==> src/rtl/umi_req_fifo.sv <==
// Request FIFO on the UMI device request channel, feeding the simple endpoint's udev_req_* inputs.
// Packets pass through unmodified; occupancy is exported for status.
module umi_req_fifo #(
    parameter int DEPTH = 4,
    parameter int CW    = 32,
    parameter int AW    = 64,
    parameter int DW    = 256
) (
    input  logic                    clk,
    input  logic                    reset,
    input  logic                    clear,
    input  logic                    umi_in_valid,
    input  logic [CW-1:0]           umi_in_cmd,
    input  logic [AW-1:0]           umi_in_dstaddr,
    input  logic [AW-1:0]           umi_in_srcaddr,
    input  logic [DW-1:0]           umi_in_data,
    output logic                    umi_in_ready,
    output logic                    umi_out_valid,
    output logic [CW-1:0]           umi_out_cmd,
    output logic [AW-1:0]           umi_out_dstaddr,
    output logic [AW-1:0]           umi_out_srcaddr,
    output logic [DW-1:0]           umi_out_data,
    input  logic                    umi_out_ready,
    output logic [$clog2(DEPTH):0]  fifo_count,
    output logic                    fifo_full,
    output logic                    fifo_empty
);

    localparam int IW = $clog2(DEPTH);
    localparam int PW = IW + 1;
    localparam int EW = CW + 2 * AW + DW;

    logic [EW-1:0] mem_q [DEPTH];
    logic [PW-1:0] wr_ptr_q, wr_ptr_d;
    logic [PW-1:0] rd_ptr_q, rd_ptr_d;
    logic [PW-1:0] count_q, count_d;
    logic [IW-1:0] wr_idx, rd_idx;
    logic          push, pop;

    assign wr_idx = wr_ptr_q[IW-1:0];
    assign rd_idx = rd_ptr_q[IW-1:0];

    // The wrap bit distinguishes full from empty when the indices coincide.
    assign fifo_empty    = (wr_ptr_q == rd_ptr_q);
    assign fifo_full     = (wr_idx == rd_idx) && (wr_ptr_q[IW] != rd_ptr_q[IW]);
    assign fifo_count    = count_q;
    assign umi_in_ready  = !fifo_full;
    assign umi_out_valid = !fifo_empty;

    assign push = umi_in_valid & umi_in_ready;
    assign pop  = umi_out_valid & umi_out_ready;

    assign {umi_out_cmd, umi_out_dstaddr, umi_out_srcaddr, umi_out_data} = mem_q[rd_idx];

    always_comb begin
        wr_ptr_d = wr_ptr_q;
        rd_ptr_d = rd_ptr_q;
        count_d  = count_q;
        if (clear) begin
            wr_ptr_d = '0;
            rd_ptr_d = '0;
            count_d  = '0;
        end else begin
            if (push) wr_ptr_d = wr_ptr_q + PW'(1);
            if (pop)  rd_ptr_d = rd_ptr_q + PW'(1);
            count_d = count_q + PW'(push) - PW'(pop);
        end
    end

    // NOTE: sequential state uses non-blocking assignments so every flop samples pre-edge values.
    always_ff @(posedge clk) begin
        if (reset) begin
            wr_ptr_q <= '0;
            rd_ptr_q <= '0;
            count_q  <= '0;
        end else begin
            wr_ptr_q <= wr_ptr_d;
            rd_ptr_q <= rd_ptr_d;
            count_q  <= count_d;
        end
    end

    // NOTE: storage has no reset; entries are only observable once the pointers say they are valid.
    always_ff @(posedge clk) begin
        if (push && !clear) begin
            mem_q[wr_idx] <= {umi_in_cmd, umi_in_dstaddr, umi_in_srcaddr, umi_in_data};
        end
    end

    a_depth_pow2: assert property (@(posedge clk)
        (DEPTH >= 2) && ((DEPTH & (DEPTH - 1)) == 0));
    a_no_push_full: assert property (@(posedge clk) disable iff (reset)
        !(push && fifo_full));
    a_no_pop_empty: assert property (@(posedge clk) disable iff (reset)
        !(pop && fifo_empty));
    a_count_ptrs: assert property (@(posedge clk) disable iff (reset)
        count_q == PW'(wr_ptr_q - rd_ptr_q));

endmodule

==> config.mk <==
export PLATFORM = sky130hd
export DESIGN_NAME = umi_req_fifo
export DESIGN_NICKNAME = d
export VERILOG_FILES = /design/src/rtl/umi_req_fifo.sv
export SDC_FILE = /design/constraint.sdc
export NUM_CORES = 1
export LEC_CHECK = 0
export CORE_UTILIZATION = 35
export CTS_CLUSTER_DIAMETER = 30
export CTS_CLUSTER_SIZE = 16
export DETAILED_ROUTE_END_ITERATION = 10
export PLACE_DENSITY = 0.57
export SLEW_MARGIN = 30
export SYNTH_ARGS = -nofsm -noshare
export SYNTH_HDL_FRONTEND = slang
export SYNTH_SLANG_ARGS = --single-unit
==> constraint.sdc <==
create_clock -name clk -period 14.05 [get_ports clk]
set_input_delay 1.405 -clock clk [delete_from_list [all_inputs] [get_ports clk]]
set_output_delay 1.405 -clock clk [all_outputs]
set_load 0.05 [all_outputs]
==> results of run 1 <==
cells by family (layout without fill, tap and decap cells):
group | count (synthesis) | in the layout | share of synthesized area [%]
DFF | 1675 | 1675 | 82.6
muxes | 416 | 416 | 15.4
buffers and inverters | 105 | 1546 | 1.15
and+or+nand+nor | 36 | 36 | 0.348
AOI/OAI and AO/OA | 15 | 15 | 0.154
adders and majority gates | 8 | 8 | 0.177
xor gates and xnor gates | 8 | 8 | 0.140
other | 0 | 6 | 0
registers in the layout, indices dropped and copies added, names as in the netlist, named ones only:
| signal | flops |
|---|---|
| mem_q | 1664 |
| wr_ptr_q | 3 |
| rd_ptr_q | 3 |
| fifo_count | 3 |
worst max path at each step:
stage	slack [ps]	endpoint	startpoint	cells past startpoint
floorplan	1920	mem_q[0][0]$_DFFE_PP_	clear	3
global placement	8170	umi_out_dstaddr[42]	flop	5
detailed placement	8100	mem_q[0][226]$_DFFE_PP_	clear	6
CTS	7200	umi_out_dstaddr[42]	flop	5
global route	7020	umi_out_dstaddr[42]	flop	5
finish	7500	umi_out_dstaddr[35]	flop	5
power by group:
| part | total, W | switching [W] | internal, W |
|---|---|---|---|
| clock | 0.00814 | 0.00253 | 0.00561 |
| sequential | 0.00563 | 0.0000194 | 0.00561 |
| combinational | 0.000825 | 0.000501 | 0.000324 |
| total | 0.0146 | 0.00305 | 0.0115 |
metal layers:
layer	global-route usage, %	wire length, um	vias up
li1	-	-	12400
met3	6.14	11200	309
met5	0	238	-
met1	18.7	54200	15400
met2	27.7	75400	956
met4	6.62	4190	36
metrics by stage:
stage                     hold WS (ps)  cell area (um^2)  util [%]  setup WS, ps
after floorplan                    501             60800         -          1920
after global placement             527             71800      41.8          8170
after detailed placement           539             71800      41.8          8100
after CTS                          546             83800      48.7          7200
after global routing               589             83800      48.8          7020
final                              546             83800      48.8          7500
worst min-delay path: stages, from the launching register on:
cell     delay [ps]
dfxtp_1         350
nand2_1          80
a31oi_1          70
Yosys cell counts (4+ instances only):
master	count	share of area, %
ha_1	7	0.14
buf_6	27	0.50
buf_4	13	0.16
buf_2	43	0.35
nor4b_1	4	0.058
and3_1	7	0.072
nand3_1	6	0.049
mux4_2	416	15
clkbuf_1	8	0.049
edfxtp_1	1664	82
a31oi_1	5	0.051
dfxtp_1	11	0.36
buf_1	5	0.031
a21oi_1	4	0.033
inv_1	9	0.056
nand2_1	5	0.031
nand4_1	4	0.041
cell type report:
cell class                      count  area (um^2)
Antenna cell                        6         15.0
Clock buffer                      428         9600
Clock inverter                    232         2330
Fill cell                       13900        88100
Inverter                            9         33.8
Multi-Input combinational cell    483         9890
Sequential cell                  1675        50200
Tap cell                         2310         2890
Timing Repair Buffer              877         8860
==> results.cfg, run 1 <==
[place]
gp_congestion = 0.752
io_buffers = 843
dp_cells = 5353
hpwl_um = 88700

[cts]
worstSkewPairLatency_ps = 920
postCtsHoldBufs = 0
cts_resized = 0
cts_buffers = 370
htreeDepth = 5
cts_tree = done
numClockSinks = 1675
clockBufferDepth = 4
postCtsSetupRepairBufs = 0
cts_root_buf = clkbuf_16
clk_pin_slew_worst_paths_ps = 40

[setup_path]
crit_family = buffers and inverters
cp-start-kind = flop
r2r_start = wr_ptr_q[1]$_SDFFE_PP0P_
r2r_setup_slack_ps = 9360
crit_slowest_cell = clkdlybuf4s50_1
critical_path.most_common_cell = buf_4
worst-setup-path-type = reg2out
arrival_ps = 5150
cp_num_buf_inv = 4
endpoint_kind = primary output
r2r_cells = 6
crit-reg2reg-capture = mem_q[0][232]$_DFFE_PP_
worstPathRequired_ps = 12650
crit_path_cell_trace = buf_4, buf_12, buf_4, mux4_2, clkdlybuf4s50_1
path_max_fanout = 76
cpPeakStageDelay_ps = 830

[hold_path]
min-delay-start = wr_ptr_q[2]$_SDFFE_PP0P_
holdPathStages = 2
hold_path.class = reg2reg
hold_end = wr_ptr_q[2]$_SDFFE_PP0P_

[global_routing]
grt_pass1_vias = 30900
grt-ovfl-total = 0
grtUsageTotal_pct = 16.4
grt_max_degree = 134
antenna_found_initial = 36
grt_pass1_wl_um = 209000

[floorplanning]
die_area_mm2 = 0.175
die-width_um = 419
core.rowCount = 152
core_area_mm2 = 0.172
start_util_pct = 35.3
pin_count = 844
die_h_um = 419

[sta]
rsz0062_at_grt = no
hold_viol = 0
fin_crit_ps = 6550
clock.fmax_ghz = 0.153
relSlewSlack_pct = 28.7
period_share_pct = 46.6
maxSlewViolCount = 0
setup_tns_ps = 0
finClkSkew_ps = 62.6
setup_violations = 0
worst_pin_slew_ps = 1070

[synthesis]
synth_edf_count = 1664
synth_warnings = 0
synth-main-ff-cell = edfxtp_1
ys_seq_area_share_pct = 82.6
ys_types = 30
ys_seq_elements = 1675
syn_avg_cell_area_um2 = 26.8
synth_area_mm2 = 0.0608
ys_async_sr_fraction_pct = 0
syn_nets = 2692
synthCells = 2263

[drt]
drc = 0
finalWirelength_um = 145000
drtPass1Iterations = 5
dr_total_vias = 29100
avgViaCountPerCell = 4.83
dr.first_iter.drc_count = 1552
drt-wirelength-per-cell_um = 24.1
antenna_left = 0

[outcome]
status = finished, final reports clean

[power]
p_leak_nw = 26.8
finalPower_w = 0.0146
power.density_mw_per_mm2 = 174
vdd_drop_max_mv = 0.144

[run]
max_cap_violations = 0

[layout]
nets = 3845
layout_common_cells = 1,664 x edfxtp_1, 843 x clkdlybuf4s50_1, 416 x mux4_2
final_cells = 6020
layout-drive-gt1-share_pct = 26.9
syn_to_final_growth_pct = 38.0
layout_commonest_cell = edfxtp_1
(Power assumes the default switching activity.)
==> inputs of run 2 (changes only) <==
- clock period: 14.05 -> 6.5 ns (I/O delays scaled with it)
==> results.cfg, run 2 (same netlist as run 1, synthesis figures left out) <==
[outcome]
status = finished, final reports clean

[cts]
cts_resized = 0
cts_buffers = 364
clk_pin_slew_worst_paths_ps = 50
numClockSinks = 1675
cts_root_buf = clkbuf_16
htreeDepth = 5
worstSkewPairLatency_ps = 900
postCtsSetupRepairBufs = 0
postCtsHoldBufs = 0
clockBufferDepth = 4
cts_tree = done

[sta]
relSlewSlack_pct = 38.3
fin_crit_ps = 4620
worst_pin_slew_ps = 925
setup_violations = 0
hold_viol = 0
period_share_pct = 71.0
clock.fmax_ghz = 0.217
finClkSkew_ps = 62.2
maxSlewViolCount = 0
rsz0062_at_grt = no

[setup_path]
worstSetupEndpoint = umi_out_data[100]
r2r_cells = 4
arrival_ps = 3970
r2r_setup_slack_ps = 3210
r2r_start = wr_ptr_q[1]$_SDFFE_PP0P_
endpoint_kind = primary output
worstPathRequired_ps = 5850
worst-setup-path-type = reg2out
path_max_fanout = 32
cp-start-kind = flop
crit-reg2reg-capture = mem_q[1][230]$_DFFE_PP_

[layout]
post-route-util_pct = 48.9
largest_reg_flops = 1664
layout_commonest_cell = edfxtp_1
syn_to_final_growth_pct = 38.5
layout-drive-gt1-share_pct = 27.9
largest_register = mem_q
layout_common_cells = 1,664 x edfxtp_1, 843 x clkdlybuf4s50_1, 416 x mux4_2
nets = 3881
final_area_mm2 = 0.0841

[global_routing]
grt_max_degree = 111
grt_busiest_layer = met2
grt_pass1_wl_um = 213000
met2_usage_pct = 27.8
grt-ovfl-total = 0
grtUsageTotal_pct = 16.7
grt_pass1_vias = 31200
antenna_found_initial = 44
use_met3_pct = 6.54
use_met1_pct = 18.7

[floorplanning]
die-width_um = 419
die_h_um = 419
core_area_mm2 = 0.172
core.rowCount = 152
die_area_mm2 = 0.175
pin_count = 844
start_util_pct = 35.3

[power]
power.switching_w = 0.00668
power.density_mw_per_mm2 = 374
swShare_pct = 21.2
vdd_drop_max_mv = 0.307
p_leak_nw = 27.0
power_frac_seq_pct = 38.6
pwr-share-comb_pct = 5.7
clkPwrFrac_pct = 55.7
intPower_w = 0.0248

[drt]
dr_total_vias = 29100
dr.first_iter.drc_count = 1734
drc = 0
drtPass1Iterations = 5
drt-wirelength-per-cell_um = 24.4
antenna_left = 0
finalWirelength_um = 148000
avgViaCountPerCell = 4.81

[place]
hpwl_um = 93900
gp_congestion = 0.771
dpl-instance-area_mm2 = 0.0723
io_buffers = 843

[hold_path]
hold_path.class = in2reg

[run]
max_cap_violations = 0
-- run 2: cell count changes in the layout (fill, tap and decap cells not counted), moves of 7 or more --
cell / delta
inv_6: +8
buf_4: +36
buf_12: +7
clkinv_2: -18
clkinv_1: -16
clkinv_4: +9
diode_2: +17
clkinvlp_4: +10
-- run 2: worst min-delay path by stage --
stage                                        start  cells past startpoint                  endpoint
after floorplan           rd_ptr_q[2]$_SDFFE_PP0P_                      2  rd_ptr_q[2]$_SDFFE_PP0P_
after global placement    rd_ptr_q[2]$_SDFFE_PP0P_                      2  rd_ptr_q[2]$_SDFFE_PP0P_
after detailed placement  rd_ptr_q[2]$_SDFFE_PP0P_                      2  rd_ptr_q[2]$_SDFFE_PP0P_
after CTS                          umi_in_data[52]                      1    mem_q[0][52]$_DFFE_PP_
after global routing               umi_in_data[99]                      1    mem_q[3][99]$_DFFE_PP_
final                              umi_in_data[77]                      1    mem_q[3][77]$_DFFE_PP_
-- run 2: final cells by class --
class | instances | area [um^2]
clock inverter | 222 | 2320
sequential | 1675 | 50200
clock buffer | 421 | 9500
timing repair buffer | 919 | 9250
fill | 14000 | 87800
multi-input combinational | 483 | 9890
antenna | 23 | 57.6
inverter | 9 | 33.8
tap | 2310 | 2890
-- run 2: layer usage --
metal	wire, um	share of wire (%)	vias up
li1	-	-	12500
met1	54200	37	15300
met2	75800	51	991
met3	12200	8.2	353
met4	5600	3.8	34
met5	242	0.16	-
-- run 2: power by group through the flow --
stage | Combinational, W | Sequential [W] | Clock [W]
final | 0.00180 | 0.0122 | 0.0175
after global routing | 0.00188 | 0.0122 | 0.0184
after CTS | 0.00183 | 0.0122 | 0.0179
after detailed placement | 0.00182 | 0.0124 | 0
after global placement | 0.00181 | 0.0123 | 0
after floorplan | 0.000962 | 0.0124 | 0
-- run 2: critical path, cell delays in order (launching register included) --
cell and delay (ps):
dfxtp_4 800, buf_4 490, buf_4 430, mux4_2 560, clkdlybuf4s50_1 710
-- run 2: stage by stage --
stage | worst slack (ps) | std cells | setup TNS [ps] | total power, W | hold WS (ps)
2_1_floorplan | -30.2 | 2263 | -50270 | 0.0133 | 501
3_3_place_gp | 2680 | 5396 | 0 | 0.0142 | 527
3_5_place_dp | 2670 | 5396 | 0 | 0.0142 | 536
4_1_cts | 1650 | 6039 | 0 | 0.0318 | 254
5_1_grt | 1600 | 6056 | 0 | 0.0324 | 307
6_report | 1880 | 6062 | 0 | 0.0315 | 354
